$ cat config.mk
export PLATFORM = sky130hd
export DESIGN_NAME = game_sequencer
export DESIGN_NICKNAME = d
export VERILOG_FILES = /design/src/rtl/game_sequencer_pkg.sv /design/src/rtl/game_sequencer_tick_divider.sv /design/src/rtl/game_sequencer.sv
export SDC_FILE = /design/constraint.sdc
export NUM_CORES = 1
export LEC_CHECK = 0
export ABC_AREA = 1
export CAP_MARGIN = 20
export CORE_ASPECT_RATIO = 1.5
export CORE_UTILIZATION = 40
export CTS_CLUSTER_SIZE = 12
export DETAILED_ROUTE_END_ITERATION = 6
export PLACE_DENSITY = 0.64
export SETUP_SLACK_MARGIN = 0.3
export SLEW_MARGIN = 15
export SYNTH_ARGS = -nofsm -noshare
export SYNTH_HDL_FRONTEND = slang
export SYNTH_SLANG_ARGS = --single-unit
$ cat constraint.sdc
create_clock -name i_clk -period 7.3 [get_ports i_clk]
set_input_delay 0.73 -clock i_clk [delete_from_list [all_inputs] [get_ports i_clk]]
set_output_delay 0.73 -clock i_clk [all_outputs]
set_load 0.03 [all_outputs]
$ cat src/rtl/game_sequencer_pkg.sv
// Shared definitions for the flappy-bird game-phase sequencer.
// Holds the phase encoding and the default divisor constants.
package game_sequencer_pkg;

    typedef enum logic [1:0] {
        ST_READY = 2'd0,
        ST_PLAY  = 2'd1,
        ST_DEAD  = 2'd2,
        ST_OVER  = 2'd3
    } state_e;

    localparam int DIV_W_DEF          = 26;
    localparam int BIRD_DIV_DEF       = 200000;
    localparam int PIPE_DIV_START_DEF = 400000;
    localparam int PIPE_DIV_STEP_DEF  = 25000;
    localparam int PIPE_DIV_MIN_DEF   = 150000;
    localparam int LEVEL_EVERY_DEF    = 5;
    localparam int DEATH_TICKS_DEF    = 50000000;

    localparam logic [3:0] LEVEL_MAX  = 4'd15;

endpackage

$ cat src/rtl/game_sequencer_tick_divider.sv
// Period counter producing a one-cycle tick every i_period enabled cycles.
// Ports: i_clk, i_clr (async reset), i_en (count enable), i_clear
// (restart from 0 and load period), i_period (cycles per tick), o_tick.
module tick_divider #(
    parameter int DIV_W = 26
) (
    input  logic             i_clk,
    input  logic             i_clr,
    input  logic             i_en,
    input  logic             i_clear,
    input  logic [DIV_W-1:0] i_period,
    output logic             o_tick
);

    logic [DIV_W-1:0] r_cnt;
    logic [DIV_W-1:0] r_period;

    // Compare against the period captured at the last wrap so a period
    // change never truncates or stretches the interval in progress.
    assign o_tick = i_en && (r_cnt == r_period - DIV_W'(1));

    always_ff @(posedge i_clk or posedge i_clr) begin
        if (i_clr) begin
            r_cnt    <= '0;
            r_period <= '0;
        end else if (i_clear) begin
            r_cnt    <= '0;
            r_period <= i_period;
        end else if (i_en) begin
            if (o_tick) begin
                r_cnt    <= '0;
                r_period <= i_period;
            end else begin
                r_cnt    <= r_cnt + DIV_W'(1);
            end
        end
    end

endmodule

$ cat src/rtl/game_sequencer.sv
// Game-phase controller: READY/PLAY/DEAD/OVER sequencing, bird and pipe
// update strobes, score-driven speed level and the position reload pulse.
// Ports: i_clk, i_clr (async reset), i_jump, i_collide, i_score_inc in;
// o_run, o_bird_tick, o_pipe_tick, o_reload, o_state[2], o_level[4] out.
module game_sequencer
    import game_sequencer_pkg::*;
#(
    parameter int BIRD_DIV       = BIRD_DIV_DEF,
    parameter int PIPE_DIV_START = PIPE_DIV_START_DEF,
    parameter int PIPE_DIV_STEP  = PIPE_DIV_STEP_DEF,
    parameter int PIPE_DIV_MIN   = PIPE_DIV_MIN_DEF,
    parameter int LEVEL_EVERY    = LEVEL_EVERY_DEF,
    parameter int DEATH_TICKS    = DEATH_TICKS_DEF,
    parameter int DIV_W          = DIV_W_DEF
) (
    input  logic       i_clk,
    input  logic       i_clr,
    input  logic       i_jump,
    input  logic       i_collide,
    input  logic       i_score_inc,
    output logic       o_run,
    output logic       o_bird_tick,
    output logic       o_pipe_tick,
    output logic       o_reload,
    output logic [1:0] o_state,
    output logic [3:0] o_level
);

    localparam int SUB_W = (LEVEL_EVERY > 1) ? $clog2(LEVEL_EVERY) : 1;
    localparam int XW    = DIV_W + 4;

    state_e           r_state;
    state_e           w_next_state;
    logic             r_jump_q;
    logic             r_jump_armed;
    logic             w_jump_rise;
    logic [3:0]       r_level;
    logic [SUB_W-1:0] r_sub;
    logic             w_play;
    logic             w_tick_en;
    logic             w_clr_ticks;
    logic             w_clr_freeze;
    logic             w_freeze_done;
    logic             w_reload;
    logic [XW-1:0]    w_dec;
    logic [DIV_W-1:0] w_pipe_period;

    // A jump held through reset release must be let go before it counts,
    // so edges are only accepted once jump has been seen low.
    assign w_jump_rise = i_jump && !r_jump_q && r_jump_armed;

    always_ff @(posedge i_clk or posedge i_clr) begin
        if (i_clr) begin
            r_jump_q     <= 1'b0;
            r_jump_armed <= 1'b0;
        end else begin
            r_jump_q     <= i_jump;
            r_jump_armed <= r_jump_armed | ~i_jump;
        end
    end

    assign w_play    = (r_state == ST_PLAY);
    // Collision wins over any strobe due in the same cycle.
    assign w_tick_en = w_play && !i_collide;

    always_ff @(posedge i_clk or posedge i_clr) begin
        if (i_clr) begin
            r_state <= ST_READY;
        end else begin
            r_state <= w_next_state;
        end
    end

    always_comb begin
        w_next_state = r_state;
        w_clr_ticks  = 1'b0;
        w_clr_freeze = 1'b0;
        w_reload     = 1'b0;
        unique case (r_state)
            ST_READY: begin
                if (w_jump_rise) begin
                    w_next_state = ST_PLAY;
                    w_clr_ticks  = 1'b1;
                end
            end
            ST_PLAY: begin
                if (i_collide) begin
                    w_next_state = ST_DEAD;
                    w_clr_freeze = 1'b1;
                end
            end
            ST_DEAD: begin
                if (w_freeze_done) begin
                    w_next_state = ST_OVER;
                end
            end
            ST_OVER: begin
                if (w_jump_rise) begin
                    w_next_state = ST_READY;
                    w_reload     = 1'b1;
                end
            end
            default: w_next_state = ST_READY;
        endcase
    end

    always_ff @(posedge i_clk or posedge i_clr) begin
        if (i_clr) begin
            r_level <= '0;
            r_sub   <= '0;
        end else if (w_reload) begin
            r_level <= '0;
            r_sub   <= '0;
        end else if (w_play && i_score_inc) begin
            if (r_sub == SUB_W'(LEVEL_EVERY - 1)) begin
                r_sub <= '0;
                if (r_level != LEVEL_MAX) begin
                    r_level <= r_level + 4'd1;
                end
            end else begin
                r_sub <= r_sub + SUB_W'(1);
            end
        end
    end

    // Widened so level*step cannot wrap before the floor compare.
    always_comb begin
        w_dec = XW'(PIPE_DIV_STEP) * XW'(r_level);
        if (w_dec + XW'(PIPE_DIV_MIN) >= XW'(PIPE_DIV_START)) begin
            w_pipe_period = DIV_W'(PIPE_DIV_MIN);
        end else begin
            w_pipe_period = DIV_W'(PIPE_DIV_START) - w_dec[DIV_W-1:0];
        end
    end

    tick_divider #(.DIV_W(DIV_W)) u_bird_div (
        .i_clk    (i_clk),
        .i_clr    (i_clr),
        .i_en     (w_tick_en),
        .i_clear  (w_clr_ticks),
        .i_period (DIV_W'(BIRD_DIV)),
        .o_tick   (o_bird_tick)
    );

    tick_divider #(.DIV_W(DIV_W)) u_pipe_div (
        .i_clk    (i_clk),
        .i_clr    (i_clr),
        .i_en     (w_tick_en),
        .i_clear  (w_clr_ticks),
        .i_period (w_pipe_period),
        .o_tick   (o_pipe_tick)
    );

    tick_divider #(.DIV_W(DIV_W)) u_freeze_div (
        .i_clk    (i_clk),
        .i_clr    (i_clr),
        .i_en     (r_state == ST_DEAD),
        .i_clear  (w_clr_freeze),
        .i_period (DIV_W'(DEATH_TICKS)),
        .o_tick   (w_freeze_done)
    );

    assign o_run    = w_play;
    assign o_reload = w_reload;
    assign o_state  = r_state;
    assign o_level  = r_level;

endmodule

==> flow_summary.toml <==
[outcome]
status = "completed"

[synthesis]
synth-edff-count = 0
seq_area_frac_synth_pct = 34.2
netlist_area_sq_mm = 0.00791
synthSimpleGateAreaFrac_pct = 38.9
synth-compound-area-share_pct = 7.78
ys_ff_latch = 108
synthArstFlopShare_pct = 100
synth.distinct_cells = 45
synthFlopType = "dfrtp_1"
mappedNetlistNets = 1174
synthMuxAreaShare_pct = 0
yosysWarnings = 0
synthCells = 1138
synth_xor_area_share_pct = 6.53
postSynthAreaPerCell_sq_um = 6.95
yosys.area_share.adder_pct = 4.90
synth_top_family_by_area = "simple AND/OR/NAND/NOR gates"

[global_route]
grt_pass1_vias = 7033
antenna_found_initial = 0
grt_max_degree = 59
gr-total-overflow = 0
grt_pass1_wl_microns = 31500
grt.total_usage_pct = 19.3

[worst_setup_path]
rr_worst_depth = 20
cp-end-kind = "output port"
worstSetupStartpointType = "input pin"
cp_max_fo = 8
crit_required_ns = 6.57
crit_type = "input pin to output port"
crit_arrival_ns = 3.19
rrSetupSlack_ns = 4.01
worstReg2RegEnd = "u_pipe_div.r_period[18]$_DFFE_PP0P_"
r2r-start = "o_level[1]$_DFFE_PP0P_"

[route]
drtIter0Drc = 274
met2_length_microns = 9100
highest_layer = "met4"
wl_microns = 17900
ant_nets = 0
avgViaCountPerCell = 5.08
firstDrtPassIters = 6
met3_length_microns = 281
wire_per_inst_microns = 12.7
dr_total_vias = 7145
wl_met1_microns = 7760
drcViolationCount = 0

[hold_path]
worstHoldStart = "r_jump_armed$_DFF_PP0_"
hold_end = "r_jump_armed$_DFF_PP0_"
hp-class = "flop to flop"
holdPathStages = 2

[sta]
slew_headroom_pct = 51.2
fin_ws_ns = 3.38
setup_viol = 0
tns_ns = 0
max_freq_ghz = 0.255
skew_ns = 0.00631
period_share_pct = 53.7
tightest_slew_ns = 0.731
hold_viol = 0
drv_slew = 0
grt_setup_unrepaired = "no"
finalCriticalPeriod_ns = 3.92

[finish]
fillers = 2040
fin_area_sq_mm = 0.00855
seq_area_sq_mm = 0.00270
num_antenna_cells = 0
multi_input_area_sq_mm = 0.00460
layout-drive-gt1-share_pct = 7.12
layout_common_cells = "289 x nand2_1, 148 x nor2_1, 122 x inv_1"
final_common_cell = "nand2_1"
final_cells = 1407
area_growth_pct = 8.10
fin_nets = 1183

[pwr]
leakage_nw = 4.01
peakVddDrop_mv = 0.356
powerDensity_mw_per_mm2 = 360

[die]
io-pin-count = 15
dieWidth_microns = 117
start_util_pct = 41.1
row_count = 62
coreArea_sq_mm = 0.0192
die-area_sq_mm = 0.0204
die_h_microns = 174

[clock_network]
clk_pin_slew_ns = 0.07
ctsHoldBuffers = 0
cts_buffer_depth = 2
cts.sinks = 108
cts_tree = "yes"
cts.repair.resized = 0
cts_inserted_buffers = 9
root_buffer = "clkbuf_16"
postCtsSetupBuffers = 0
clk_latency_ns = 0.36
htreeDepth = 3

[flow_run]
max-cap-violations = 0

[place]
dp_hpwl_microns = 13600
dp.cells = 1392
placed_area_sq_mm = 0.00828
gp_congestion = 0.899
place_ws_ns = 3.34
port_buffers = 14
[kinds of logic (layout without fill, tap and decap cells)]
| logic type | after synthesis | count (layout) |
|---|---|---|
| AND/OR/NAND/NOR | 681 | 681 |
| buffers and inverters | 151 | 164 |
| AO/OA/AOI/OAI | 108 | 108 |
| flip-flops | 108 | 108 |
| XOR/XNOR | 59 | 59 |
| adder cells (fa/ha/maj) | 31 | 31 |
[power breakdown]
group	total [mW]	switching [mW]	internal, mW
logic	1.70	1.08	0.618
clock network	0.476	0.233	0.243
registers	0.901	0.170	0.731
[critical path: stages]
cell and delay [ns]:
clkdlybuf4s50_1 0.45, nor2_4 0.26, o21ai_0 0.17, nor3_1 0.23, o2111ai_1 0.12, nor2_1 0.13
nand3_1 0.09, nor2_1 0.10, nand4_1 0.08, nor2_1 0.13, clkdlybuf4s50_1 0.69
[worst max-delay path by stage]
stage,slack [ns],to,startpoint,cells past startpoint
after floorplan,3.72,o_level[0]$_DFFE_PP0P_,i_clr,1
after global placement,3.31,o_pipe_tick,i_collide,11
after detailed placement,3.34,o_pipe_tick,i_collide,11
after CTS,3.35,o_pipe_tick,i_collide,11
after global routing,3.13,o_pipe_tick,i_collide,11
final,3.38,o_pipe_tick,i_collide,11
[synthesized netlist by cell type (all sizes together) (4+ instances only)]
library cell | number | area share, %
ha | 31 | 4.9
o21ai | 40 | 2.5
a21oi | 40 | 2.6
nor2 | 169 | 8.9
o22ai | 4 | 0.32
or2 | 10 | 0.79
a31oi | 6 | 0.47
nor4 | 10 | 0.79
buf | 10 | 1.0
inv | 134 | 6.4
and3 | 6 | 0.47
xor2 | 41 | 4.5
dfrtp | 108 | 34
nor3 | 48 | 3.3
nor3b | 4 | 0.38
xnor2 | 18 | 2.0
nand3b | 4 | 0.38
nand2 | 309 | 15
nand4 | 34 | 2.7
clkbuf | 7 | 0.33
a211oi | 4 | 0.38
nand3 | 83 | 5.4
[sequential cells by signal (all words and copies together), names as in the netlist, 2 cells and up]
register / count
u_bird_div.r_cnt: 26
u_pipe_div.r_cnt: 26
o_state: 2
u_freeze_div.r_cnt: 26
u_pipe_div.r_period: 17
o_level: 4
r_sub: 3
[cell type report]
| cell class | count | share of cell area [%] |
|---|---|---|
| repair buffers | 15 | 1.73 |
| well taps | 256 | 3.74 |
| inverters | 134 | 5.91 |
| clock inverters | 4 | 0.395 |
| flip-flops and latches | 108 | 31.6 |
| multi-input cells | 879 | 53.8 |
| clock buffers | 11 | 2.84 |
[metal layers]
metal	vias to the layer above	GRT usage, %
met5	-	0
met4	0	10.2
met3	35	1.85
met2	84	34.7
met1	3321	22.0
li1	3705	-
[per-stage QoR]
stage | power [mW] | util, % | hold slack (ns)
finish | 3.08 | 44.5 | 0.473
global route | 3.40 | 44.5 | 0.519
CTS | 3.10 | 44.5 | 0.470
detailed placement | 2.61 | 43.0 | 0.448
global placement | 2.59 | 43.0 | 0.440
floorplan | 2.27 | - | 0.427
No activity file was read; power rests on OpenSTA's default activity.
